--- src/rtl/output_fifo_stage.sv ---
// output_fifo_stage: tagged FWFT output buffer with valid/ready drain and accumulator narrowing.
// Define OUTPUT_FIFO_SAT_EN for signed saturation on narrowing; otherwise the data is truncated.
module output_fifo_stage #(
    parameter int ACC_WIDTH   = 32,
    parameter int OUT_WIDTH   = 16,
    parameter int COORD_WIDTH = 32,
    parameter int DEPTH       = 8
) (
    input  logic                         clk,
    input  logic                         arst_n_in,
    input  logic                         clear,
    input  logic                         in_valid,
    input  logic [ACC_WIDTH-1:0]         in_data,
    input  logic [COORD_WIDTH-1:0]       in_x,
    input  logic [COORD_WIDTH-1:0]       in_y,
    input  logic [COORD_WIDTH-1:0]       in_ch,
    output logic                         out_valid,
    input  logic                         out_ready,
    output logic [OUT_WIDTH-1:0]         out_data,
    output logic [COORD_WIDTH-1:0]       out_x,
    output logic [COORD_WIDTH-1:0]       out_y,
    output logic [COORD_WIDTH-1:0]       out_ch,
    output logic [$clog2(DEPTH+1)-1:0]   count,
    output logic                         full,
    output logic                         overflow
);
    localparam int AW = $clog2(DEPTH);
    localparam int CW = $clog2(DEPTH+1);

    logic [OUT_WIDTH-1:0]   mem_d  [DEPTH];
    logic [COORD_WIDTH-1:0] mem_x  [DEPTH];
    logic [COORD_WIDTH-1:0] mem_y  [DEPTH];
    logic [COORD_WIDTH-1:0] mem_ch [DEPTH];
    logic [AW-1:0]          wr_ptr, rd_ptr;
    logic [OUT_WIDTH-1:0]   narrow;
    logic                   push, pop;

`ifdef OUTPUT_FIFO_SAT_EN
    logic [ACC_WIDTH-OUT_WIDTH:0] upper;
    logic                         clip;
    assign upper = in_data[ACC_WIDTH-1:OUT_WIDTH-1];
    assign clip  = !(&upper || ~|upper);
    assign narrow = !clip ? in_data[OUT_WIDTH-1:0] :
                    in_data[ACC_WIDTH-1] ? {1'b1, {(OUT_WIDTH-1){1'b0}}} :
                    {1'b0, {(OUT_WIDTH-1){1'b1}}};
`else
    logic unused_hi;
    assign unused_hi = ^in_data;
    assign narrow    = in_data[OUT_WIDTH-1:0];
`endif

    assign full      = count == CW'(DEPTH);
    assign out_valid = count != '0;
    assign pop       = out_valid && out_ready;
    assign push      = in_valid && (!full || pop);
    assign out_data  = mem_d[rd_ptr];
    assign out_x     = mem_x[rd_ptr];
    assign out_y     = mem_y[rd_ptr];
    assign out_ch    = mem_ch[rd_ptr];

    // Entry storage: zeroed by reset, written on accepted push; clear leaves contents alone.
    always_ff @(posedge clk or negedge arst_n_in) begin
        if (!arst_n_in) begin
            for (int i = 0; i < DEPTH; i++) begin
                mem_d[i]  <= '0;
                mem_x[i]  <= '0;
                mem_y[i]  <= '0;
                mem_ch[i] <= '0;
            end
        end else if (!clear && push) begin
            mem_d[wr_ptr]  <= narrow;
            mem_x[wr_ptr]  <= in_x;
            mem_y[wr_ptr]  <= in_y;
            mem_ch[wr_ptr] <= in_ch;
        end
    end

    // Pointers, occupancy and sticky overflow; clear outranks any push or pop.
    always_ff @(posedge clk or negedge arst_n_in) begin
        if (!arst_n_in) begin
            wr_ptr   <= '0;
            rd_ptr   <= '0;
            count    <= '0;
            overflow <= 1'b0;
        end else if (clear) begin
            wr_ptr   <= '0;
            rd_ptr   <= '0;
            count    <= '0;
            overflow <= 1'b0;
        end else begin
            if (push) wr_ptr <= wr_ptr + AW'(1);
            if (pop) rd_ptr <= rd_ptr + AW'(1);
            if (push && !pop) count <= count + CW'(1);
            else if (pop && !push) count <= count - CW'(1);
            if (in_valid && !push) overflow <= 1'b1;
        end
    end
endmodule

--- config.mk ---
export PLATFORM = sky130hd
export DESIGN_NAME = output_fifo_stage
export DESIGN_NICKNAME = d
export VERILOG_FILES = /design/src/rtl/output_fifo_stage.sv
export SDC_FILE = /design/constraint.sdc
export NUM_CORES = 1
export LEC_CHECK = 0
export CORE_MARGIN = 4
export CORE_UTILIZATION = 45
export CTS_BUF_LIST = sky130_fd_sc_hd__clkbuf_4
export DETAILED_ROUTE_END_ITERATION = 16
export PLACE_DENSITY = 0.65
export SETUP_SLACK_MARGIN = 0.02
export SLEW_MARGIN = 0
export SYNTH_ARGS = -nofsm -noshare
export SYNTH_HDL_FRONTEND = slang
export SYNTH_SLANG_ARGS = --single-unit
--- constraint.sdc ---
create_clock -name clk -period 3.3 [get_ports clk]
set_input_delay 0.66 -clock clk [delete_from_list [all_inputs] [get_ports clk]]
set_output_delay 0.66 -clock clk [all_outputs]
set_load 0.01 [all_outputs]
==> run metrics <==
HPWL Detailed=60600 um; FF/Latch Area=around 0.023 mm^2; Critical R2R Launch=count[0]$_DFFE_PN0P_; post-route minimum period=3.78 ns; # fillers=about 7100; asr flop ratio synth=100%; # nets final=just over 3000; Final Max Tran Viols=0; CP startpoint=rd_ptr[0]$_DFFE_PN0P_; initial antenna violation count=18; CTS clk-pin slew, worst paths=~0.07 ns; syn nets=around 2500; CP Data Required Time=approximately 2.6 ns; average wire per standard cell=23.8 um; std cell rows=110; global-route track usage on met3=5.84%; number of global-route vias before repair=27167; Final Hold Fails=0; Crit Path Class=flop to output pin; LEAKAGE=approximately 24 nW; final WL=just over 100000 um; Setup WS pre-CTS=around 0.21 ns; CP Launch Type=flop; Vias/cell=about 5.5; Final Worst Setup Slack=-0.477 ns; initial core utilization=45.5%; fin area=between 0.05 and 0.06 mm^2; min-delay worst type=primary input to flop; Final Cycle Share=114%; maxcap violations=0; DR pass1 iterations=4; Peak VDD IR=0.000520 V; clock skew=just over 0.08 ns; GR Util met2=a little over a third; measured slew at the worst slew-check pin=between 0.6 and 0.7 ns; Syn Area/Cell=approximately 17 um^2; failing checks=setup timing; CTS Buf Count=around 240; DRC Markers=0; library cells used by synthesis=33; busiest grt layer=met2; Num Clock Sinks=roughly 900; CTS tree=yes; die width=between 300 and 400 um; clk_lat worst skew=1.10 ns; Yosys top cell area share=between 50% and 60%; top post-synthesis cells by area=dfrtp_1 (55%), mux2_2 (23%), mux4_2 (12%); Synthesis Warnings=0; Seq cells post-synth=a little over 900; status=finished with violations; Ports=approximately 250; Final ANT Viol Nets=0; I/O Buffers=around 240; HP Start=clear; maximum clock insertion buffer count=3; crit path max fanout=7; crit end category=output pin; global-route wire length before repair=160000 um; instance area after placement=0.0457 mm^2; relative slew slack=~60%; Die Footprint=0.0962 mm^2; area grow syn2layout=23.1%; vias=23539; die span in y=approximately 310 um; cell taking the most area after synthesis=dfrtp_1; CTS HTree Levels=4; met1 usage=28.4%; Post-Syn Instances=between 2000 and 2500; Remaining Overflow, GRT=0; initial drt markers=roughly 1100; largest net degree at the start of global routing=65; Final Power=roughly 40 mW; layout cells sized above 1=62.3%; Post-synth EDFFs=0; overall routing resource usage=21.8%; routability cong.=around 0.73; predominant post-synthesis flop cell=dfrtp_1; Mapped Area=0.0411 mm^2; Max Clk Rate=between 200 and 300 MHz; Critical Path AT=approximately 3.1 ns; sequential area share after synthesis=a little under three fifths; RSZ-0062 raised after global routing=true; post-layout util=about 56%; CTS Root Cell=clkbuf_4; PwrDens=~800 mW/mm^2; final setup vio count=112; CORE AREA=approximately 0.09 mm^2; Multi-input gate area=0.0179 mm^2
[registers in the layout, summed over array words and instances, names as in the netlist]
signal    flops
mem_ch      256
mem_y       256
mem_d       128
wr_ptr        3
rd_ptr        3
count         4
mem_x       256
overflow      1
[where the power goes]
| part | total [mW] | switching, mW | leakage [nW] | internal [mW] |
|---|---|---|---|---|
| sequential | 15.2 | 1.42 | 11.9 | 13.8 |
| combinational | 15.4 | 5.64 | 9.85 | 9.76 |
| clock | 9.61 | 4.60 | 1.77 | 5.02 |
[final cells by class]
| cell class | instances | share of cell area (%) |
|---|---|---|
| diodes | 18 | 0.0890 |
| clock buffers | 339 | 5.03 |
| clock inverters | 84 | 0.893 |
| inverters | 5 | 0.0371 |
| multi-input cells | 1301 | 35.4 |
| flip-flops and latches | 907 | 44.9 |
| well taps | 1176 | 2.91 |
| repair buffers | 436 | 10.7 |
[worst max-delay path: stages (launching register included)]
cell and delay [ns]:
dfrtp_4 0.50, buf_12 0.16, buf_16 0.16, buf_16 0.14, buf_6 0.11, buf_4 0.12, mux4_2 0.40, mux2_4 0.28
buf_6 0.13
[placed cells by master, fill, tap and decap left out, drive strengths merged, types with 5 or more instances in the layout]
cell	synthesis	layout
clkbuf	43	341
buf	124	307
nand2	6	6
mux4	224	224
mux2	1008	1008
nor3	5	5
nor2	15	15
clkinv	0	74
diode	0	18
clkdlybuf4s50	0	120
dfrtp	907	907
inv	5	8
[layer usage]
metal / wire, um / up-vias
li1: - / 10141
met2: 50500 / 472
met3: 5280 / 165
met5: 106 / -
met4: 1890 / 16
met1: 43800 / 12745
[stage by stage]
stage,setup TNS [ns],instances,hold slack (ns)
after global routing,-62.29,4257,0.217
after floorplan,0,2380,0.364
after global placement,0,3745,0.482
after CTS,-66.21,4251,0.156
after detailed placement,0,3745,0.490
final,-43.09,4266,0.312
[synth_stat cells, types with 4 or more instances]
master / n
nand2_1: 6
buf_2: 93
clkbuf_1: 43
buf_6: 18
xor2_1: 4
buf_1: 12
dfrtp_1: 907
mux4_2: 224
mux2i_1: 4
nor2_1: 14
inv_1: 5
ha_1: 4
nor3_1: 5
mux2_2: 848
mux2_4: 160
[path summary, 6_finish.rpt]
path | to | slack [ns] | cells past startpoint
min reg2reg | mem_ch[133]$_DFFE_PN0P_ | 0.50 | 1
min | rd_ptr[0]$_DFFE_PN0P_ | 0.31 | 3
max | out_ch[4] | -0.48 | 8
min in group asynchronous | mem_x[86]$_DFFE_PN0P_ | 0.66 | 3
max in group asynchronous | mem_d[7]$_DFFE_PN0P_ | 1.45 | 5
max reg2reg | mem_ch[235]$_DFFE_PN0P_ | 0.62 | 5
[cell families after synthesis]
kind of cell	after synthesis	share of synthesized area (%)
xor+xnor	7	0.149
simple gates	40	0.539
flops	907	55.3
buf+inv	172	2.19
compound gates	13	0.216
fa+ha+maj	5	0.171
mux	1236	41.5
[repair_timing]
item,in CTS,in global routing
hold buffers,3,0
setup endpoints to repair,114,113
hold endpoints to repair,319,0
setup buffers,67,11
resized for setup,737,45
gates cloned,14,1
Note: power is estimated with default switching activity, not from simulation.
==> variant (same flow settings) <==
Build with the macro `OUTPUT_FIFO_SAT_EN` defined.
--- a/src/rtl/output_fifo_stage.sv
+++ b/src/rtl/output_fifo_stage.sv
@@ -2,2 +2,4 @@
 // Define OUTPUT_FIFO_SAT_EN for signed saturation on narrowing; otherwise the data is truncated.
+`define OUTPUT_FIFO_SAT_EN
+
 module output_fifo_stage #(
Check against the original RTL: not settled (the Yosys comparison gave no result); the edit may change what the design does.
==> variant against the original RTL <==
Wire length rose by 13%; the flow still finishes with violations (setup timing); clock skew shrank 0.020 ns; register-to-register slack got worse by 0.18 ns; largest cell class unchanged; area after synthesis shrank 0.90%; power fell by 4.6%; critical endpoint is now out_y[11]; critical path type unchanged; fmax decreased by 0.70%; final area increased by 0.29%; worst setup slack lost 0.027 ns; sequential cell count stayed put; cell count rose by 22%.
==> variant: results (changes against the original RTL) <==
Power and ir drop
  – Leak pwr: 0.02428 µW (was 0.02354 µW)
  – Cell Pwr Density: 757.0 nW/µm² (was 795.8 nW/µm²)
  – Gate power share: 0.357 (was 0.383)

Cells and area
  – Fin nets: 3989 (was 3025)
  – Comb_multi_in: 2230 (was 1301)
  – Layout clock buffer count: 355 (was 339)
  – Fraction of area in multi-input gates: 0.3439 (was 0.3542)
  – Buffers excl. clock: 474 (was 436)
  – Share of layout cells above drive strength 1: 0.3674 (was 0.6230)

Logic synthesis
  – Netlist cell types: 41 (was 33)
  – Cells after synthesis: 3359 (was 2380)
  – Seq/Total Area, Yosys: 0.5576 (was 0.5526)
  – Net Count, Synth: 3497 (was 2518)
  – Top cell types by occurrence after synthesis: nand2_1 (1166), dfrtp_1 (907), mux2_2 (503) (was dfrtp_1 (907), mux2_2 (848), mux4_2 (224))
  – Mux contribution to synthesized area: 0.2631 (was 0.4148)
  – Post-synthesis adder-cell area fraction: 0.001721 (was 0.001706)

Detailed routing
  – Starting DRC count in detailed routing: 1908 (was 1148)
  – Met1 Wirelength: 48.06 mm (was 43.79 mm)
  – Routed wl met3: 6.787 mm (was 5.277 mm)
  – DR vias/cell: 5.409 (was 5.518)
  – Post-DR wirelength/cell: 22.04 µm (was 23.82 µm)

Global route
  – Gr usage total: 0.2461 (was 0.2178)
  – Largest net degree at the start of global routing: 80 (was 65)
  – Vias in the first global route: 30271 (was 27167)
  – M3 GR Usage: 0.05169 (was 0.05840)

Setup path
  – Worst EP arrival: 3.14 ns (was 3.12 ns)
  – Crit-path max FO: 8 (was 7)
  – R2R depth: 9 (was 5)

Timing
  – Final setup viols: 112 (unchanged)
  – Worst clock skew: 0.06210 ns (was 0.08213 ns)
  – Final setup margin: -0.5042 ns (was -0.4774 ns)

Outcome
  – Failing checks: setup timing (unchanged)
  – Outcome: finished with violations (unchanged)

Hold path
  – Hold Path Class: input pin to asynchronous set/reset pin (was input pin to flip-flop)

Placement
  – Port Buffers: 251 (was 235)
  – Placed Instance Area: 45670 µm² (was 45680 µm²)
[variant: cell types whose count changed in the layout (fill, tap and decap cells not counted), moves of 15 or more]
| cell | delta |
|---|---|
| clkdlybuf4s50_1 | +17 |
| nor2_1 | +116 |
| a21oi_1 | +122 |
| mux2_4 | -158 |
| clkbuf_4 | +15 |
| clkinv_1 | -28 |
| nand2_1 | +1160 |
| mux2_2 | -347 |
[variant: worst min path at each step]
stage                              to       from  slack, ns
after floorplan              count[0]  arst_n_in       0.36
after global placement      mem_y[30]  mem_y[30]       0.45
after detailed placement    mem_x[25]  mem_x[25]       0.46
after CTS                 mem_ch[171]  arst_n_in       0.02
after global routing      mem_ch[171]  arst_n_in       0.05
final                        mem_d[8]  arst_n_in       0.13
[variant: what timing repair did]
action                                  4_1_cts  5_1_grt
hold endpoints to repair                    549        0
cloned                                       17        3
endpoints found under the setup margin      114      112
gates resized for setup                     694       74
hold buffers                                  1        0
buffers inserted                             62       17
pin swaps                                     1        0
